## src/rtl/inv_sub_bytes_seq.sv

```systemverilog
// Sequential AES InvSubBytes over a 128-bit block with a ready/valid handshake.
// Define INV_SUB_BYTES_FOUR_LANE_EN for four S-box lanes (4-cycle latency); default is one lane (16 cycles).

module invSBox (
    input  logic [7:0] data,
    output logic [7:0] result
);
    localparam logic [0:255][7:0] INV_SBOX = {
        128'h52096ad53036a538bf40a39e81f3d7fb,
        128'h7ce339829b2fff87348e4344c4dee9cb,
        128'h547b9432a6c2233dee4c950b42fac34e,
        128'h082ea16628d924b2765ba2496d8bd125,
        128'h72f8f66486689816d4a45ccc5d65b692,
        128'h6c704850fdedb9da5e154657a78d9d84,
        128'h90d8ab008cbcd30af7e45805b8b34506,
        128'hd02c1e8fca3f0f02c1afbd0301138a6b,
        128'h3a9111414f67dcea97f2cfcef0b4e673,
        128'h96ac7422e7ad3585e2f937e81c75df6e,
        128'h47f11a711d29c5896fb7620eaa18be1b,
        128'hfc563e4bc6d279209adbc0fe78cd5af4,
        128'h1fdda8338807c731b11210592780ec5f,
        128'h60517fa919b54a0d2de57a9f93c99cef,
        128'ha0e03b4dae2af5b0c8ebbb3c83539961,
        128'h172b047eba77d626e169146355210c7d
    };

    assign result = INV_SBOX[data];
endmodule

module inv_sub_bytes_seq (
    input  logic         clk,
    input  logic         rst_n,
    input  logic         in_valid,
    output logic         in_ready,
    input  logic [127:0] in_data,
    output logic         out_valid,
    input  logic         out_ready,
    output logic [127:0] out_data,
    output logic         busy
);
`ifdef INV_SUB_BYTES_FOUR_LANE_EN
    localparam int unsigned LANES = 4;
`else
    localparam int unsigned LANES = 1;
`endif
    localparam int unsigned STEPS = 16 / LANES;
    localparam int unsigned CNT_W = $clog2(STEPS);
    localparam int unsigned LW    = 8 * LANES;
    localparam logic [CNT_W-1:0] LAST = CNT_W'(STEPS - 1);

    typedef enum logic [1:0] {IDLE, RUN, DONE} state_t;

    state_t state, state_next;
    logic [CNT_W-1:0] cnt, cnt_next;
    // Segment 0 sits in the MSBs, so the counter walks byte/column 0 first.
    logic [0:STEPS-1][LW-1:0] work, work_next;
    logic [127:0] out_data_next;
    logic [0:LANES-1][7:0] seg_in, seg_out;

    assign seg_in = work[cnt];

    for (genvar j = 0; j < LANES; j++) begin : g_lane
        invSBox u_sbox (
            .data   (seg_in[j]),
            .result (seg_out[j])
        );
    end

    always_ff @(posedge clk or negedge rst_n) begin
        if (!rst_n) begin
            state    <= IDLE;
            cnt      <= '0;
            work     <= '0;
            out_data <= '0;
        end else begin
            state    <= state_next;
            cnt      <= cnt_next;
            work     <= work_next;
            out_data <= out_data_next;
        end
    end

    always_comb begin
        state_next    = state;
        cnt_next      = cnt;
        work_next     = work;
        out_data_next = out_data;
        case (state)
            IDLE: begin
                if (in_valid) begin
                    work_next  = in_data;
                    cnt_next   = '0;
                    state_next = RUN;
                end
            end
            RUN: begin
                work_next[cnt] = seg_out;
                cnt_next       = cnt + 1'b1;
                // Publish only the finished block; out_data then holds it until the next completion.
                if (cnt == LAST) begin
                    out_data_next = work_next;
                    state_next    = DONE;
                end
            end
            DONE: begin
                if (out_ready) state_next = IDLE;
            end
            default: state_next = IDLE;
        endcase
    end

    assign in_ready  = (state == IDLE);
    assign out_valid = (state == DONE);
    assign busy      = (state != IDLE);
endmodule

```

## config.mk

```make
export PLATFORM = sky130hd
export DESIGN_NAME = inv_sub_bytes_seq
export DESIGN_NICKNAME = d
export VERILOG_FILES = /design/src/rtl/inv_sub_bytes_seq.sv
export SDC_FILE = /design/constraint.sdc
export NUM_CORES = 1
export LEC_CHECK = 0
export BUFFER_PORTS_ARGS = -buffer_cell sky130_fd_sc_hd__buf_2
export CAP_MARGIN = 20
export CORE_MARGIN = 2
export CORE_UTILIZATION = 25
export CTS_CLUSTER_SIZE = 30
export DETAILED_ROUTE_END_ITERATION = 16
export HOLD_SLACK_MARGIN = 0.05
export PLACE_DENSITY = 0.51
export SKIP_CTS_REPAIR_TIMING = 1
export SYNTH_ARGS = -nofsm -noshare
export SYNTH_HDL_FRONTEND = slang
export SYNTH_SLANG_ARGS = --single-unit
export TNS_END_PERCENT = 20
```

## constraint.sdc

```tcl
create_clock -name clk -period 4.8 [get_ports clk]
set_input_delay 0.96 -clock clk [delete_from_list [all_inputs] [get_ports clk]]
set_output_delay 0.96 -clock clk [all_outputs]
set_load 0.005 [all_outputs]
```

==> metrics.md <==
| Metric | Value |
|---|---|
| Design area | between 20000 and 25000 µm² |
| Slew Viols, Final | 0 |
| Initial Utilization | approximately a quarter |
| Crit path required time | 5.28 ns |
| Slew margin rel. | between 30% and 40% |
| Routed WL per cell | 29.3 µm |
| Clock root buffer | clkbuf_16 |
| Overall Global Routing Usage | 26.2% |
| Final Hold Fails | 0 |
| Min Tclk post-route | approximately 4.6 ns |
| Largest net degree at the start of global routing | between 90 and 100 |
| Worst skew pair latency | 0.60 ns |
| Clock sinks | 262 |
| Final #Nets | 2393 |
| Die Wd | between 200 and 300 µm |
| RSZ-0062 raised after global routing | false |
| Post-synthesis sequential area ratio | 39.8% |
| Final setup violation count | 0 |
| DP Worst Slack | 0.312 ns |
| IO Count | about 260 |
| Critical path type | reg -> reg |
| Reg area | between 6000 and 7000 µm² |
| Final worst setup slack | roughly 0.24 ns |
| Most frequent cells in the layout | 297 x nand2_1, 261 x dfrtp_1, 261 x buf_2 |
| First-pass GRT wire length | ~130000 µm |
| # rows | 94 |
| Synth Instances | 1893 |
| Clock buffer depth | 3 |
| Synthesized area | 16500 µm² |
| Port bufs | 262 |
| Total wire length | 91300 µm |
| Antenna viol nets, final | 0 |
| Drt pass-1 iters | 6 |
| Multi-input logic area | around 9000 µm² |
| Final setup TNS | 0 ns |
| Placed Area | between 15000 and 20000 µm² |
| Filler instances | 6936 |
| Post-DP HPWL | 68400 µm |
| Core area | between 60000 and 70000 µm² |
| DRC viols | 0 |
| Number of synthesized flops with an enable pin | 0 |
| Total global routing overflow | 0 |
| Worst Skew | roughly 0.031 ns |
| Status | completed |
| Final Cycle Share | between 90% and 100% |
| Critical Path Fanout Max | 25 |
| Clk slew on worst S/H paths | 0.06 ns |
| TritonCTS clock tree | built |
| Synth Flop Type | dfrtp_1 |
| DR vias/cell | slightly below 6 |
| R2r setup slk | 0.24 ns |
| Initial antenna violation count | 5 |
| Avg Inst Size Synth | between 8 and 9 µm² |
| CTS H-tree depth | 1 |
| Area Overhead vs Synth | 26.8% |
| MaxCap Viol Count | 0 |
| Worst-Margin Slew | 0.961 ns |
| Arrival time at the worst endpoint | between 5 and 6 ns |
| Most common cell after layout, fill and taps aside | nand2_1 |
| Syn_nets | 2051 |
| Number of global-route vias before repair | ~18k |
| Fmax | 219 MHz |
| Vias | 18.3k |
| Yosys cell types | 94 |
| GPL Wtd Cong | approximately 1 |
| Critical path startpoint category | flip-flop |
| Die height | ~260 µm |
| Yosys Warn Count | 0 |
| Crit end category | flip-flop |
| Yosys reg bits | 262 |
| Share of cells above drive strength 1 | about 27% |
| Total die area | 67900 µm² |
| Iter 0 DRT Violations | between 2k and 2.5k |
| CTS Buf Count | 28 |
| Synth async-reset ratio | 100% |
| Hold crit path type | in -> async |
[Yosys cell counts, types with 7 or more instances]
cell       number  share of area, %
nand3_1        50               1.5
nor2b_1         7              0.27
o32ai_1         8              0.43
buf_6          22               1.5
a2111oi_0       9              0.48
o21ai_2        11              0.58
a22o_1         57               3.0
nor3_1         25              0.76
or3_1          25              0.95
a22oi_1        89               4.1
a221oi_1        7              0.37
and3_1         16              0.61
o211ai_1       19              0.87
nand2_1       297               6.8
clkbuf_1       80               1.8
o221ai_1        8              0.43
a221o_1         9              0.55
a311oi_1       11              0.58
dfrtp_1       262                40
o311ai_0       13              0.69
o21ai_1        29              0.88
a31oi_1        38               1.4
mux2i_1        25               1.5
ha_1           26               2.0
buf_2          41               1.2
o21ai_0       213               6.5
inv_1          15              0.34
a32oi_1         8              0.43
and2_1         13              0.49
mux4_2         16               2.2
buf_4          16              0.73
a21oi_1       156               4.7
o22ai_1         9              0.34
nor2_1        108               2.5
a211oi_1       14              0.64
[flip-flops by register name, indices dropped and copies added (netlist names)]
| signal | cells |
|---|---|
| cnt | 4 |
| work | 128 |
| state | 2 |
| out_data | 128 |
[path summary, 6_finish.rpt]
kind | start | endpoint | cells past startpoint
max | cnt[0] | work[16] | 11
min | rst_n | out_data[57] | 1
max reg2reg | cnt[0] | work[16] | 11
min reg2reg | out_data[118] | out_data[118] | 2
max in group asynchronous | rst_n | out_data[28] | 2
min in group clk | out_data[118] | out_data[118] | 2
[per-stage QoR]
| step | std cells | hold WS, ns | utilization, % |
|---|---|---|---|
| 5_1_grt | 3121 | 0.425 | 31.9 |
| 3_5_place_dp | 3069 | 0.451 | 30.4 |
| 2_1_floorplan | 1893 | 0.454 | - |
| 3_3_place_gp | 3069 | 0.449 | 30.4 |
| 6_report | 3122 | 0.367 | 31.9 |
| 4_1_cts | 3120 | 0.431 | 31.9 |
[kinds of logic (layout without fill, tap and decap cells)]
kind of cell               Yosys count  in the layout  synth area share, %
and+or+nand+nor                    578            578                 15.5
AOI/OAI and AO/OA                  788            788                 31.9
muxes                               50             50                 4.51
buffers and inverters              187            550                 6.16
other                                0              2                    0
adders and majority gates           26             26                 1.98
DFF                                262            262                 39.8
xor gates and xnor gates             2              2                0.106
[per-layer routing]
layer	track usage (%)	share of wire, %	vias to the layer above
met5	0	0.026	-
met4	11.7	5.1	4
met3	4.14	7.7	238
met2	42.2	46	1025
met1	34.4	41	9239
li1	-	-	7783
[critical path: stages, from the launching register on]
cell	delay, ns
dfrtp_2	0.39
buf_12	0.21
buf_4	0.30
mux4_2	0.62
a22o_1	0.24
a221o_1	0.62
nor2_1	0.66
o31ai_1	0.20
a311oi_1	0.59
nor4_4	0.16
buf_12	0.20
o21ai_0	0.21
[final cells by class]
class / count / area share, %
inverter: 17 / 0.306
sequential: 262 / 31.4
tap: 864 / 5.18
clock inverter: 13 / 0.611
multi-input combinational: 1444 / 42.9
clock buffer: 38 / 3.82
timing repair buffer: 482 / 15.7
antenna: 2 / 0.0240
Power is left out: the tool's default activity adds up to more than one toggle a clock period on the data nets, which glitch-free logic cannot reach.
